--- config.mk ---
export PLATFORM = sky130hd
export DESIGN_NAME = stream_hub_flat
export DESIGN_NICKNAME = d
export VERILOG_FILES = /design/src/rtl/stream_hub_if.sv /design/src/rtl/stream_hub.sv /design/src/flat_wrapper.sv
export SDC_FILE = /design/constraint.sdc
export NUM_CORES = 1
export LEC_CHECK = 0
export CAP_MARGIN = 20
export CORE_ASPECT_RATIO = 1.4
export CORE_MARGIN = 2
export CORE_UTILIZATION = 28
export DETAILED_ROUTE_END_ITERATION = 8
export PLACE_DENSITY_LB_ADDON = 0.3
export SLEW_MARGIN = 20
export SYNTH_ARGS = -nofsm -noshare
export SYNTH_HDL_FRONTEND = slang
export SYNTH_SLANG_ARGS = --single-unit
--- constraint.sdc ---
create_clock -name clk -period 7.1 [get_ports clk]
set_input_delay 1.42 -clock clk [delete_from_list [all_inputs] [get_ports clk]]
set_output_delay 1.42 -clock clk [all_outputs]
set_load 0.005 [all_outputs]
--- src/rtl/stream_hub_if.sv ---
// Bundles the SPI packet port and the per-block streams of the stream hub.
// Latency: none, plain wires.
// Backpressure: val/rdy on every stream; master is the hub side, slave is the attached side.
interface stream_hub_if #(
  parameter int N_BLOCKS  = 2,
  parameter int DATA_BITS = 16,
  parameter int ADDR_BITS = 4
);
  logic [ADDR_BITS+DATA_BITS-1:0] spi_recv_msg;
  logic                           spi_recv_val;
  logic                           spi_recv_rdy;
  logic [ADDR_BITS+DATA_BITS-1:0] spi_send_msg;
  logic                           spi_send_val;
  logic                           spi_send_rdy;
  logic [N_BLOCKS*DATA_BITS-1:0]  blk_send_msg;
  logic [N_BLOCKS-1:0]            blk_send_val;
  logic [N_BLOCKS-1:0]            blk_send_rdy;
  logic [N_BLOCKS*DATA_BITS-1:0]  blk_recv_msg;
  logic [N_BLOCKS-1:0]            blk_recv_val;
  logic [N_BLOCKS-1:0]            blk_recv_rdy;

  modport master (
    input  spi_recv_msg, spi_recv_val, output spi_recv_rdy,
    output spi_send_msg, spi_send_val, input  spi_send_rdy,
    output blk_send_msg, blk_send_val, input  blk_send_rdy,
    input  blk_recv_msg, blk_recv_val, output blk_recv_rdy
  );

  modport slave (
    output spi_recv_msg, spi_recv_val, input  spi_recv_rdy,
    input  spi_send_msg, spi_send_val, output spi_send_rdy,
    input  blk_send_msg, blk_send_val, output blk_send_rdy,
    output blk_recv_msg, blk_recv_val, input  blk_recv_rdy
  );
endinterface

--- src/rtl/stream_hub.sv ---
// Routes SPI ingress packets and block output streams to block inputs / SPI egress via a programmable table.
// Latency: zero, every path is combinational; only routes, arbiter pointers and the error count are stored.
// Backpressure: destination rdy passes straight back to the granted source; losers see rdy=0; grants never depend on rdy.
module stream_hub #(
  parameter int N_BLOCKS  = 2,
  parameter int DATA_BITS = 16,
  parameter int ADDR_BITS = 4
) (
  input  logic         clk,
  input  logic         reset,
  stream_hub_if.master io,
  output logic [7:0]   err_count
);
  localparam int CFG_BITS = $clog2(N_BLOCKS + 2);
  // Requesters: blocks 0..N_BLOCKS-1 plus SPI ingress at index N_BLOCKS.
  // Destinations: block inputs 0..N_BLOCKS-1 plus SPI egress at index N_BLOCKS.
  localparam int NS = N_BLOCKS + 1;
  localparam int PW = $clog2(NS);
  // Address limits carry one spare bit so 2*N_BLOCKS never wraps.
  localparam logic [ADDR_BITS:0]  LIM_N  = (ADDR_BITS+1)'(N_BLOCKS);
  localparam logic [ADDR_BITS:0]  LIM_2N = (ADDR_BITS+1)'(2 * N_BLOCKS);
  localparam logic [CFG_BITS-1:0] RT_SPI = CFG_BITS'(N_BLOCKS);

  logic [CFG_BITS-1:0]  route [N_BLOCKS];
  logic [PW-1:0]        ptr [NS];
  logic [NS-1:0]        req [NS];
  logic [NS-1:0]        gnt_vld;
  logic [PW-1:0]        gnt_idx [NS];
  logic [DATA_BITS-1:0] src_dat [NS];
  logic [NS-1:0]        dest_rdy;
  logic [ADDR_BITS:0]   in_addr;
  logic [DATA_BITS-1:0] in_dat;
  logic                 in_cfg;
  logic                 in_bad;

  assign in_addr  = {1'b0, io.spi_recv_msg[ADDR_BITS+DATA_BITS-1 -: ADDR_BITS]};
  assign in_dat   = io.spi_recv_msg[DATA_BITS-1:0];
  assign in_cfg   = io.spi_recv_val && (in_addr >= LIM_N) && (in_addr < LIM_2N);
  assign in_bad   = io.spi_recv_val && (in_addr >= LIM_2N);
  assign dest_rdy = {io.spi_send_rdy, io.blk_send_rdy};

  // Collect the payload of every requester into one indexable table.
  always_comb begin
    for (int s = 0; s < N_BLOCKS; s++) begin
      src_dat[s] = io.blk_recv_msg[s*DATA_BITS +: DATA_BITS];
    end
    src_dat[N_BLOCKS] = in_dat;
  end

  // Build request vectors per destination; reset suppresses every request.
  always_comb begin
    for (int d = 0; d < NS; d++) begin
      req[d] = '0;
      for (int s = 0; s < N_BLOCKS; s++) begin
        req[d][s] = reset && io.blk_recv_val[s] && (route[s] == CFG_BITS'(d));
      end
      if (d < N_BLOCKS) begin
        req[d][N_BLOCKS] = reset && io.spi_recv_val && (in_addr == (ADDR_BITS+1)'(d));
      end
    end
  end

  // Round-robin pick: first requester at or after ptr, then wrap to the lower indices.
  always_comb begin
    for (int d = 0; d < NS; d++) begin
      gnt_vld[d] = 1'b0;
      gnt_idx[d] = '0;
      for (int s = 0; s < NS; s++) begin
        if (!gnt_vld[d] && (s >= int'(ptr[d])) && req[d][s]) begin
          gnt_vld[d] = 1'b1;
          gnt_idx[d] = PW'(s);
        end
      end
      for (int s = 0; s < NS; s++) begin
        if (!gnt_vld[d] && req[d][s]) begin
          gnt_vld[d] = 1'b1;
          gnt_idx[d] = PW'(s);
        end
      end
    end
  end

  // Steer granted data to destinations and return destination rdy to the grantees.
  always_comb begin
    io.blk_send_val = '0;
    io.blk_send_msg = '0;
    io.spi_send_val = 1'b0;
    io.spi_send_msg = '0;
    io.blk_recv_rdy = '0;
    io.spi_recv_rdy = 1'b0;
    for (int d = 0; d < N_BLOCKS; d++) begin
      if (gnt_vld[d]) begin
        io.blk_send_val[d] = 1'b1;
        for (int s = 0; s < NS; s++) begin
          if (gnt_idx[d] == PW'(s)) begin
            io.blk_send_msg[d*DATA_BITS +: DATA_BITS] = src_dat[s];
          end
        end
      end
    end
    if (gnt_vld[N_BLOCKS]) begin
      io.spi_send_val = 1'b1;
      for (int s = 0; s < N_BLOCKS; s++) begin
        if (gnt_idx[N_BLOCKS] == PW'(s)) begin
          io.spi_send_msg = {ADDR_BITS'(s), src_dat[s]};
        end
      end
    end
    for (int s = 0; s < N_BLOCKS; s++) begin
      if (route[s] > RT_SPI) begin
        // Discard route: always drain the block, data goes nowhere.
        io.blk_recv_rdy[s] = reset;
      end else begin
        for (int d = 0; d < NS; d++) begin
          if (gnt_vld[d] && (gnt_idx[d] == PW'(s))) begin
            io.blk_recv_rdy[s] = dest_rdy[d];
          end
        end
      end
    end
    if (in_cfg || in_bad) begin
      io.spi_recv_rdy = reset;
    end else begin
      for (int d = 0; d < N_BLOCKS; d++) begin
        if (gnt_vld[d] && (gnt_idx[d] == PW'(N_BLOCKS))) begin
          io.spi_recv_rdy = dest_rdy[d];
        end
      end
    end
  end

  // Advance each destination pointer past its grantee whenever a transfer completes.
  always_ff @(posedge clk or negedge reset) begin
    if (!reset) begin
      for (int d = 0; d < NS; d++) begin
        ptr[d] <= '0;
      end
    end else begin
      for (int d = 0; d < NS; d++) begin
        if (gnt_vld[d] && dest_rdy[d]) begin
          ptr[d] <= (gnt_idx[d] == PW'(NS - 1)) ? '0 : gnt_idx[d] + 1'b1;
        end
      end
    end
  end

  // Routing table writes and saturating bad-address count; new routes apply next cycle.
  always_ff @(posedge clk or negedge reset) begin
    if (!reset) begin
      for (int j = 0; j < N_BLOCKS; j++) begin
        route[j] <= RT_SPI;
      end
      err_count <= 8'd0;
    end else begin
      for (int j = 0; j < N_BLOCKS; j++) begin
        if (in_cfg && (in_addr == LIM_N + (ADDR_BITS+1)'(j))) begin
          route[j] <= in_dat[CFG_BITS-1:0];
        end
      end
      if (in_bad && (err_count != 8'hFF)) begin
        err_count <= err_count + 8'd1;
      end
    end
  end
endmodule
--- src/flat_wrapper.sv ---
// flat-port wrapper written by rule: the top's interface ports become plain ports
module stream_hub_flat 
#(
  parameter int N_BLOCKS  = 2,
  parameter int DATA_BITS = 16,
  parameter int ADDR_BITS = 4
)
  (clk, reset, err_count, io_spi_recv_msg, io_spi_recv_val, io_spi_recv_rdy, io_spi_send_msg, io_spi_send_val, io_spi_send_rdy, io_blk_send_msg, io_blk_send_val, io_blk_send_rdy, io_blk_recv_msg, io_blk_recv_val, io_blk_recv_rdy);
  stream_hub_if #(.N_BLOCKS(N_BLOCKS), .DATA_BITS(DATA_BITS), .ADDR_BITS(ADDR_BITS)) io_i ();
  input  logic clk;
  input  logic reset;
  output logic [7:0] err_count;
  input wire logic [$bits(io_i.spi_recv_msg)-1:0] io_spi_recv_msg;
  input wire logic [$bits(io_i.spi_recv_val)-1:0] io_spi_recv_val;
  output wire logic [$bits(io_i.spi_recv_rdy)-1:0] io_spi_recv_rdy;
  output wire logic [$bits(io_i.spi_send_msg)-1:0] io_spi_send_msg;
  output wire logic [$bits(io_i.spi_send_val)-1:0] io_spi_send_val;
  input wire logic [$bits(io_i.spi_send_rdy)-1:0] io_spi_send_rdy;
  output wire logic [$bits(io_i.blk_send_msg)-1:0] io_blk_send_msg;
  output wire logic [$bits(io_i.blk_send_val)-1:0] io_blk_send_val;
  input wire logic [$bits(io_i.blk_send_rdy)-1:0] io_blk_send_rdy;
  input wire logic [$bits(io_i.blk_recv_msg)-1:0] io_blk_recv_msg;
  input wire logic [$bits(io_i.blk_recv_val)-1:0] io_blk_recv_val;
  output wire logic [$bits(io_i.blk_recv_rdy)-1:0] io_blk_recv_rdy;
  assign io_i.spi_recv_msg = io_spi_recv_msg;
  assign io_i.spi_recv_val = io_spi_recv_val;
  assign io_spi_recv_rdy = io_i.spi_recv_rdy;
  assign io_spi_send_msg = io_i.spi_send_msg;
  assign io_spi_send_val = io_i.spi_send_val;
  assign io_i.spi_send_rdy = io_spi_send_rdy;
  assign io_blk_send_msg = io_i.blk_send_msg;
  assign io_blk_send_val = io_i.blk_send_val;
  assign io_i.blk_send_rdy = io_blk_send_rdy;
  assign io_i.blk_recv_msg = io_blk_recv_msg;
  assign io_i.blk_recv_val = io_blk_recv_val;
  assign io_blk_recv_rdy = io_i.blk_recv_rdy;
  stream_hub #(.N_BLOCKS(N_BLOCKS), .DATA_BITS(DATA_BITS), .ADDR_BITS(ADDR_BITS)) u_core (.clk(clk), .reset(reset), .io(io_i), .err_count(err_count));
endmodule
==> impl_metrics.env, run 1 <==
export IMPL_post_synth_fa_ha_maj_area_fraction_pct=0.5858
export IMPL_synthSimpleGateAreaFrac_pct=28.41
export IMPL_globalplace_congestion=0.7663
export IMPL_yosysTopAreaCellShare_pct=18.75
export IMPL_clk_root_buffer_cell="sky130_fd_sc_hd__clkbuf_8"
export IMPL_cts_htree_levels=1
export IMPL_worst_endpoint_arrival_ps=4500
export IMPL_most_frequent_cell_after_synthesis="sky130_fd_sc_hd__nand2_1"
export IMPL_dpl_cell_area_um2=3473
export IMPL_clk_pin_slew_ps=60
export IMPL_yosys_mux_area_fraction_pct=18.63
export IMPL_synth_compound_gate_area_share_pct=22.32
export IMPL_post_synth_top_area_cell="sky130_fd_sc_hd__dfrtp_1"
export IMPL_dieArea_um2=8353
export IMPL_drt_antenna_violating_nets=0
export IMPL_holdCritPathClass="reg -> reg"
export IMPL_number_of_antenna_violations_at_the_first_check_in_global_routing=0
export IMPL_whs_ps=507.8
export IMPL_cts_tree="built"
export IMPL_synthToLayoutAreaGrowth_pct=65.20
export IMPL_wl_met2_um=3802
export IMPL_finalMaxSlewViolations=0
export IMPL_setup_worst_path_end_class="output pin"
export IMPL_first_global_vias=2567
export IMPL_num_cts_buffers=3
export IMPL_synth_top_cells_by_area="sky130_fd_sc_hd__dfrtp_1 19%, sky130_fd_sc_hd__mux2i_1 15%, sky130_fd_sc_hd__nand2_1 11%"
export IMPL_status="completed"
export IMPL_final_setup_violation_count=0
export IMPL_die_extent_in_x_um=77.82
export IMPL_first_pass_iters=4
export IMPL_die_y_um=107.3
export IMPL_combinational_family_with_the_most_area_after_synthesis="simple AND/OR/NAND/NOR gates"
export IMPL_setup_slack_ps=1181
export IMPL_finalWorstPathRequiredPeriod_ps=5919
export IMPL_vdd_drop_max_v=0.00009357
export IMPL_vias_per_cell=5.254
export IMPL_synthCells=275
export IMPL_synth_enable_flop_cells=0
export IMPL_clkSinkCount=18
export IMPL_achievable_frequency_mhz=169.0
export IMPL_critPathLaunchType="input port"
export IMPL_maxUsedRoutingLayer="met4"
export IMPL_placement_io_buffers=122
export IMPL_wl_per_cell_um=15.88
export IMPL_synthesized_area_um2=2136
export IMPL_syn_avg_cell_area_um2=7.767
export IMPL_dpl_hpwl_um=6019
export IMPL_max_slew_margin_pct=55.30
export IMPL_yosysWarnings=0
export IMPL_maxCapViolations=0
export IMPL_ant_diodes=0
export IMPL_routed_wirelength_um=7831
export IMPL_hold_viol_final=0
export IMPL_finish_net_count=458
export IMPL_grt_usage_pct=18.31
export IMPL_post_synth_num_cell_types=52
export IMPL_placementRows=37
export IMPL_place_worst_setup_slack_ps=1225
export IMPL_synth_seq_cells=18
export IMPL_final_area_um2=3528
export IMPL_detail_route_iter0_violations=141
export IMPL_first_pass_grt_wire_length_um=12480
export IMPL_post_cts_hold_buffer_count=0
export IMPL_synth_yosys_seq_area_share_pct=21.21
export IMPL_clock_path_buffers=2
export IMPL_coreArea_um2=7361
export IMPL_via_count=2590
export IMPL_detail_route_wirelength_met1_um=3225
export IMPL_worstSetupPathType="in -> out"
export IMPL_fin_worst_skew_ps=4.912
export IMPL_min_period_over_period_pct=83.36
export IMPL_critPathMaxFanout=18
export IMPL_static_leakage_power_nw=1.452
export IMPL_met3WireLength_um=679
export IMPL_largest_net_degree_at_the_start_of_global_routing=35
export IMPL_power_per_cell_area_nw_per_um2=164.0
export IMPL_yosys_area_share_xor_xnor_pct=2.871
export IMPL_post_cts_setup_buffers=0
export IMPL_route_detailed_drc=0
export IMPL_asyncSetResetFlopFracSynth_pct=100.0
export IMPL_cts_resized=0
export IMPL_rsz_0062_raised_after_global_routing="no"
export IMPL_floorplan_io_pins=126
export IMPL_tightest_slew_ps=670.5
export IMPL_synth_top_flop_cell="sky130_fd_sc_hd__dfrtp_1"
export IMPL_post_route_cells_drive_above_1_share_pct=9.596
export IMPL_worst_skew_pair_late_latency_ps=260
export IMPL_required_ps=5680
export IMPL_fin_setup_tns_ps=0
export IMPL_synth_cells_most_frequent="61 x sky130_fd_sc_hd__nand2_1, 36 x sky130_fd_sc_hd__nor2_1, 33 x sky130_fd_sc_hd__mux2i_1, 21 x sky130_fd_sc_hd__o21ai_0, 16 x sky130_fd_sc_hd__dfrtp_1"
export IMPL_aggregate_global_routing_overflow=0
export IMPL_initial_cell_density_of_the_core_pct=29.02
-- layout by cell type, fill, tap and decap left out, drive strengths merged, types with 3 or more instances in the layout --
cell / synthesis / final
a21oi: 3 / 3
conb: 1 / 3
nand3: 5 / 5
a21o: 3 / 3
o21ai: 23 / 23
nor2: 36 / 36
mux2i: 33 / 33
xor2: 4 / 4
clkbuf: 7 / 4
nand2: 61 / 61
xnor2: 3 / 3
mux2: 6 / 6
dfrtp: 16 / 16
a311oi: 16 / 16
clkdlybuf4s50: 0 / 122
inv: 7 / 7
buf: 9 / 9
nand4: 5 / 5
nand4b: 3 / 3
-- logic make-up (layout without fill, tap and decap cells) --
logic type / after synthesis / in the layout
and+or+nand+nor: 127 / 127
AOI/OAI and AO/OA: 59 / 59
muxes: 39 / 39
buffers and inverters: 23 / 142
DFF: 18 / 18
xor gates and xnor gates: 7 / 7
adders and majority gates: 1 / 1
other: 1 / 3
-- worst max-delay path, stage by stage --
cell	delay, ps
sky130_fd_sc_hd__clkdlybuf4s50_1	680
sky130_fd_sc_hd__buf_4	350
sky130_fd_sc_hd__nand4b_1	140
sky130_fd_sc_hd__o21ai_0	160
sky130_fd_sc_hd__a221oi_4	450
sky130_fd_sc_hd__buf_4	340
sky130_fd_sc_hd__mux2i_1	100
sky130_fd_sc_hd__o21ai_0	260
sky130_fd_sc_hd__clkdlybuf4s50_1	580
-- metal layers --
metal | GRT usage [%] | vias to the layer above
met5 | 0 | -
met4 | 4.082 | 0
met1 | 22.01 | 1215
met3 | 5.285 | 10
met2 | 32.02 | 127
li1 | - | 1238
-- final cells by class --
type / instances / area (um2)
clock buffers: 4 / 55.05
multi-input cells: 236 / 1584
flip-flops and latches: 18 / 452.9
inverters: 7 / 26.28
well taps: 97 / 121.4
fillers: 737 / 3832
repair buffers: 131 / 1289
-- power by group --
part | internal (mW) | switching (mW) | leakage [nW]
Sequential | 0.139 | 0.0474 | 0.219
Clock | 0.0493 | 0.0348 | 0.0288
Combinational | 0.180 | 0.128 | 1.20
Total | 0.369 | 0.210 | 1.45
-- registers in the layout, summed over array words and instances (netlist names) --
signal            flops
u_core.ptr            6
u_core.err_count      8
u_core.route          4
-- metrics by stage --
step	cells	utilization [%]	total power, mW
CTS	493	47.93	0.5830
detailed placement	489	47.19	0.4956
global route	493	47.93	0.6212
floorplan	277	-	0.3189
finish	493	47.93	0.5787
global placement	489	47.19	0.4917
-- path summary, 6_finish.rpt --
kind	depth (start not counted)	slack, ps	endpoint	start
setup / recovery	9	1180	io_blk_send_msg[27]	reset
hold / removal	1	510	u_core.err_count[7]	u_core.err_count[7]
setup reg to reg	4	5150	u_core.ptr[4]	u_core.route[3]
hold reg to reg	1	510	u_core.err_count[7]	u_core.err_count[7]
max in group asynchronous	2	4900	u_core.route[1]	reset
min in group asynchronous	1	1500	u_core.ptr[1]	reset
(Power assumes the default switching activity.)
==> run 2: changes to the inputs <==
==> constraint.sdc (replaced) <==
create_clock -name clk -period 5.6 [get_ports clk]
set_input_delay 1.12 -clock clk [delete_from_list [all_inputs] [get_ports clk]]
set_output_delay 1.12 -clock clk [all_outputs]
set_load 0.005 [all_outputs]
==> run 2 against run 1 <==
Against the previous run:
- cell area up 0.78%
- combinational power up 28%
- global-route usage down 1.0 points
- critical path depth down 2
- final cell count unchanged
- largest power group unchanged
- sequential share of layout area down 0.099 points
==> impl_metrics.env, run 2 (synthesis results as in run 1) <==
export IMPL_status="completed"
export IMPL_first_pass_iters=4
export IMPL_final_area_um2=3556
export IMPL_aggregate_global_routing_overflow=0
export IMPL_critical_path_top_delay_family="buffers and inverters"
export IMPL_r2r_slack_ps=3500
export IMPL_rsz_0062_raised_after_global_routing="no"
export IMPL_min_period_over_period_pct=88.92
export IMPL_drt_antenna_violating_nets=0
export IMPL_reg2reg_from="u_core.route[3]"
export IMPL_largest_net_degree_at_the_start_of_global_routing=35
export IMPL_critPathLaunchType="input port"
export IMPL_maxCapViolations=0
export IMPL_final_cell_count_no_fill=493
export IMPL_layout_cells_most_common_list="122 x sky130_fd_sc_hd__clkdlybuf4s50_1, 61 x sky130_fd_sc_hd__nand2_1, 36 x sky130_fd_sc_hd__nor2_1"
export IMPL_clock_path_buffers=2
export IMPL_coreArea_um2=7361
export IMPL_ant_diodes=0
export IMPL_whs_ps=500.5
export IMPL_power_net_switching_mw=0.2668
export IMPL_vdd_drop_max_v=0.0001253
export IMPL_place_inst=489
export IMPL_via_count=2500
export IMPL_floorplan_io_pins=126
export IMPL_grt_usage_pct=17.27
export IMPL_top_regs="u_core.err_count x8, u_core.ptr x6, u_core.route x4"
export IMPL_finalWorstPathRequiredPeriod_ps=4979
export IMPL_regMostFlops="u_core.err_count"
export IMPL_clk_pin_slew_ps=70
export IMPL_final_setup_violation_count=0
export IMPL_p_int_mw=0.4582
export IMPL_initial_cell_density_of_the_core_pct=29.02
export IMPL_finalMaxSlewViolations=0
export IMPL_worstSetupPathType="in -> out"
export IMPL_worst_path_buf_inv=2
export IMPL_logic_depth_of_the_worst_register_to_register_path=5
export IMPL_achievable_frequency_mhz=200.8
export IMPL_critical_path_slowest_cell="sky130_fd_sc_hd__clkdlybuf4s50_1"
export IMPL_cts_resized=0
export IMPL_worst_path_stages=7
export IMPL_most_used_cell_cp="sky130_fd_sc_hd__clkdlybuf4s50_1"
export IMPL_critPathMaxFanout=17
export IMPL_placement_io_buffers=122
export IMPL_power_switching_fraction_pct=36.80
export IMPL_critPathMaxStageDelay_ps=580
export IMPL_finish_net_count=458
export IMPL_power_per_cell_area_nw_per_um2=203.9
export IMPL_pwr_share_seq_pct=32.8
export IMPL_static_leakage_power_nw=1.460
export IMPL_clkSinkCount=18
export IMPL_number_of_antenna_violations_at_the_first_check_in_global_routing=0
export IMPL_max_slew_margin_pct=52.42
export IMPL_worst_skew_pair_late_latency_ps=260
export IMPL_first_global_vias=2400
export IMPL_route_detailed_drc=0
export IMPL_wl_per_cell_um=15.48
export IMPL_post_cts_setup_buffers=0
export IMPL_power_share_combinational_pct=54.2
export IMPL_placementRows=37
export IMPL_dpl_cell_area_um2=3511
export IMPL_critical_path_reg2reg_endpoint="u_core.ptr[4]"
export IMPL_tightest_slew_ps=709.9
export IMPL_required_ps=4480
export IMPL_largest_reg_flops=8
export IMPL_routed_wirelength_um=7634
export IMPL_hold_viol_final=0
export IMPL_critical_path_endpoint="io_blk_send_msg[10]"
export IMPL_post_cts_hold_buffer_count=0
export IMPL_die_extent_in_x_um=77.82
export IMPL_clk_root_buffer_cell="sky130_fd_sc_hd__clkbuf_8"
export IMPL_worst_endpoint_arrival_ps=3860
export IMPL_fin_setup_tns_ps=0
export IMPL_die_y_um=107.3
export IMPL_dieArea_um2=8353
export IMPL_num_cts_buffers=3
export IMPL_synthToLayoutAreaGrowth_pct=66.49
export IMPL_setup_worst_path_end_class="output pin"
export IMPL_cts_htree_levels=1
export IMPL_cts_tree="built"
export IMPL_holdCritPathClass="reg -> reg"
export IMPL_vias_per_cell=5.071
export IMPL_first_pass_grt_wire_length_um=11620
export IMPL_globalplace_congestion=0.8364
export IMPL_layout_cells_most_common="sky130_fd_sc_hd__clkdlybuf4s50_1"
export IMPL_clock_power_share_pct=13.0
export IMPL_worstPathCellList="clkdlybuf4s50_1 > or3b_4 > nor4b_4 > a221o_4 > nand2_1 > a311oi_1 > clkdlybuf4s50_1"
export IMPL_post_route_cells_drive_above_1_share_pct=9.343
export IMPL_critPathLaunch="io_spi_recv_val"
export IMPL_dpl_hpwl_um=5763
export IMPL_detail_route_iter0_violations=101
export IMPL_fin_worst_skew_ps=9.293
run 2: cell count changes in the layout (fill, tap and decap cells not counted):
cell,delta
sky130_fd_sc_hd__buf_12,+3
sky130_fd_sc_hd__buf_4,-3
sky130_fd_sc_hd__clkbuf_1,+1
sky130_fd_sc_hd__clkbuf_8,-1
run 2: routing by layer:
layer / routed length (um) / up-vias / global-route usage [%] / part of all wire (%)
li1: - / 1242 / - / -
met1: 3246 / 1159 / 20.19 / 43
met2: 3668 / 94 / 30.17 / 48
met3: 649 / 5 / 5.453 / 8.5
met4: 69 / 0 / 4.592 / 0.90
met5: 0 / - / 0 / 0
run 2: stage by stage:
step                      utilization (%)  setup slack, ps  power [mW]
final                               48.31            620.7      0.7250
after global routing                48.31            458.2      0.7757
after CTS                           48.31            623.6      0.7307
after detailed placement            47.70            636.8      0.6336
after global placement              47.70            599.9      0.6240
after floorplan                         -             1884      0.4043
run 2: layout make-up:
| class | instances | area (um2) |
|---|---|---|
| clock buffers | 4 | 45.04 |
| multi-input cells | 236 | 1584 |
| repair buffers | 131 | 1326 |
| inverters | 7 | 26.28 |
| well taps | 97 | 121.4 |
| fillers | 737 | 3805 |
| flip-flops and latches | 18 | 452.9 |
run 2: how the worst min path moves through the flow:
stage / cells past startpoint / endpoint / from / slack (ps)
after global placement: 1 / u_core.err_count[7] / u_core.err_count[7] / 480
after CTS: 1 / u_core.err_count[6] / u_core.err_count[6] / 510
after global routing: 1 / u_core.err_count[6] / u_core.err_count[6] / 530
final: 1 / u_core.err_count[6] / u_core.err_count[6] / 500
after floorplan: 1 / u_core.ptr[2] / u_core.ptr[2] / 480
after detailed placement: 1 / u_core.err_count[6] / u_core.err_count[6] / 500
run 2: worst reg2reg max path: stages, from the launching register on:
cell                       delay [ps]
sky130_fd_sc_hd__dfstp_2          590
sky130_fd_sc_hd__and4bb_2         290
sky130_fd_sc_hd__nor3_2           600
sky130_fd_sc_hd__inv_1            150
sky130_fd_sc_hd__and4_1           230
sky130_fd_sc_hd__a21o_1           150
run 2: power groups by stage:
| stage | registers (mW) | clock network (mW) | logic [mW] |
|---|---|---|---|
| floorplan | 0.225 | 0 | 0.179 |
| global placement | 0.236 | 0 | 0.388 |
| detailed placement | 0.240 | 0 | 0.394 |
| CTS | 0.237 | 0.0967 | 0.397 |
| global route | 0.245 | 0.108 | 0.424 |
| finish | 0.238 | 0.0942 | 0.393 |
==> run 3: changes to the inputs <==
--- a/config.mk
+++ b/config.mk
@@ -5,10 +5,11 @@
 export SDC_FILE = /design/constraint.sdc
 export NUM_CORES = 1
 export LEC_CHECK = 0
+export ABC_AREA = 0
 export CAP_MARGIN = 20
 export CORE_ASPECT_RATIO = 1.4
 export CORE_MARGIN = 2
-export CORE_UTILIZATION = 28
+export CORE_UTILIZATION = 39
 export DETAILED_ROUTE_END_ITERATION = 8
 export PLACE_DENSITY_LB_ADDON = 0.3
 export SLEW_MARGIN = 20
==> run 3 against run 2 <==
Against the previous run:
- clock skew shrank 7.8 ps
- fmax grew 0.14%
- clock-buffer cell count did not move
- combinational power is essentially flat
- core utilization is 19 points higher
- global-route usage is 8.0 points higher
- via count up 3.4%
- sequential power barely moved
- worst hold slack gained 16 ps
- critical path type unchanged
- critical endpoint is now io_blk_send_msg[4]
- largest cell class unchanged
- highest routed layer unchanged
==> impl_metrics.env, run 3 (synthesis results as in run 1) <==
export IMPL_fin_worst_skew_ps=1.535
export IMPL_worst_endpoint_arrival_ps=3850
export IMPL_critPathMaxStageDelay_ps=570
export IMPL_largest_reg_flops=8
export IMPL_static_leakage_power_nw=1.464
export IMPL_maxCapViolations=0
export IMPL_first_pass_grt_wire_length_um=12250
export IMPL_rsz_0062_raised_after_global_routing="no"
export IMPL_clk_pin_slew_ps=70
export IMPL_logic_depth_of_the_worst_register_to_register_path=4
export IMPL_detail_route_iter0_violations=136
export IMPL_drt_antenna_violating_nets=0
export IMPL_wl_per_cell_um=16.52
export IMPL_cts_htree_levels=1
export IMPL_layout_cells_most_common="sky130_fd_sc_hd__clkdlybuf4s50_1"
export IMPL_via_count=2586
export IMPL_worstHoldPathCells=1
export IMPL_holdCritPathClass="reg -> reg"
export IMPL_cts_tree="built"
export IMPL_num_cts_buffers=3
export IMPL_setup_worst_path_end_class="output pin"
export IMPL_aggregate_global_routing_overflow=0
export IMPL_number_of_antenna_violations_at_the_first_check_in_global_routing=0
export IMPL_worstPathCellList="clkdlybuf4s50_1 > or3b_4 > nor4b_4 > a221o_4 > nand2_1 > a311oi_1 > clkdlybuf4s50_1"
export IMPL_floorplan_io_pins=126
export IMPL_worstSetupPathType="in -> out"
export IMPL_ant_diodes=0
export IMPL_routed_wirelength_um=7649
export IMPL_place_worst_setup_slack_ps=689.6
export IMPL_grt_usage_pct=25.26
export IMPL_layout_cells_most_common_list="122 x sky130_fd_sc_hd__clkdlybuf4s50_1, 61 x sky130_fd_sc_hd__nand2_1, 36 x sky130_fd_sc_hd__nor2_1"
export IMPL_post_cts_setup_buffers=0
export IMPL_post_route_cells_drive_above_1_share_pct=10.08
export IMPL_regMostFlops="u_core.err_count"
export IMPL_clk_root_buffer_cell="sky130_fd_sc_hd__clkbuf_8"
export IMPL_vdd_drop_max_v=0.00009514
export IMPL_first_pass_iters=5
export IMPL_vias_per_cell=5.585
export IMPL_critical_path_slowest_cell="sky130_fd_sc_hd__clkdlybuf4s50_1"
export IMPL_achievable_frequency_mhz=201.1
export IMPL_status="completed"
export IMPL_placementRows=31
export IMPL_finalMaxSlewViolations=0
export IMPL_finish_net_count=459
export IMPL_final_area_um2=3513
export IMPL_top_regs="u_core.err_count x8, u_core.ptr x6, u_core.route x4"
export IMPL_first_global_vias=2605
export IMPL_synthToLayoutAreaGrowth_pct=64.50
export IMPL_dpl_cell_area_um2=3455
export IMPL_placement_io_buffers=122
export IMPL_critPathLaunchType="input port"
export IMPL_finalCoreUtilization_pct=67.10
export IMPL_min_period_over_period_pct=88.80
export IMPL_final_setup_violation_count=0
export IMPL_die_extent_in_x_um=66.55
export IMPL_dpl_hpwl_um=5796
export IMPL_route_detailed_drc=0
export IMPL_tightest_slew_ps=636.0
export IMPL_largest_net_degree_at_the_start_of_global_routing=35
export IMPL_required_ps=4480
export IMPL_post_cts_hold_buffer_count=0
export IMPL_setup_slack_ps=627.4
export IMPL_critPathMaxFanout=17
export IMPL_most_used_cell_cp="sky130_fd_sc_hd__clkdlybuf4s50_1"
export IMPL_fin_setup_tns_ps=0
export IMPL_cts_resized=0
export IMPL_coreArea_um2=5236
export IMPL_initial_cell_density_of_the_core_pct=40.79
export IMPL_max_slew_margin_pct=57.60
export IMPL_clock_path_buffers=2
export IMPL_finalWorstPathRequiredPeriod_ps=4973
export IMPL_layout_filler_cells=451
export IMPL_power_mw=0.7406
export IMPL_globalplace_congestion=0.8160
export IMPL_worst_skew_pair_late_latency_ps=260
export IMPL_hold_viol_final=0
export IMPL_dieArea_um2=6093
export IMPL_clkSinkCount=18
export IMPL_power_per_cell_area_nw_per_um2=210.8
export IMPL_die_y_um=91.56
[run 3: changes by cell type in the layout (fill, tap and decap cells not counted)]
cell                       change
sky130_fd_sc_hd__clkbuf_8      +1
sky130_fd_sc_hd__clkbuf_1      -1
sky130_fd_sc_hd__o21ai_2       +1
sky130_fd_sc_hd__buf_12        -2
sky130_fd_sc_hd__o21ai_1       -1
sky130_fd_sc_hd__buf_4         +3
[run 3: path summary, 6_finish.rpt]
path	start	slack, ps	endpoint
max	io_spi_recv_val	630	io_blk_send_msg[4]
min reg2reg	u_core.err_count[5]	520	u_core.err_count[5]
min in group asynchronous	reset	1210	u_core.route[0]
min	u_core.err_count[5]	520	u_core.err_count[5]
max in group asynchronous	reset	3990	u_core.err_count[4]
max reg2reg	u_core.route[3]	3650	u_core.ptr[4]
[run 3: where the power goes]
part	internal, mW	leakage, nW	switching, mW
clock network	0.0626	0.0288	0.0462
logic	0.230	1.22	0.162
registers	0.176	0.219	0.0633
[run 3: final cells by class]
type	count	area (um2)	share of cell area, %
multi-input combinational	236	1588	45.19
timing repair buffer	132	1309	37.25
sequential	18	452.9	12.89
tap	66	82.58	2.350
clock buffer	4	55.05	1.567
inverter	7	26.28	0.7479
[run 3: through the flow]
stage / std cells / hold WS [ps]
2_1_floorplan: 277 / 481.1
3_3_place_gp: 459 / 487.1
3_5_place_dp: 459 / 508.8
4_1_cts: 463 / 519.6
5_1_grt: 463 / 545.0
6_report: 463 / 516.1
[run 3: critical path, delay by kind of cell]
family,cells,cell delay [ps]
compound gates,2,690
buf+inv,2,1120
simple gates,3,920
[run 3: routing by layer]
layer  part of all wire, %  vias to the layer above  GRT usage (%)
met5                     0                        -              0
met4                   1.3                        0          5.952
met3                   7.4                        9          6.072
met2                    53                      110          45.67
met1                    39                     1222          29.03
li1                      -                     1245              -
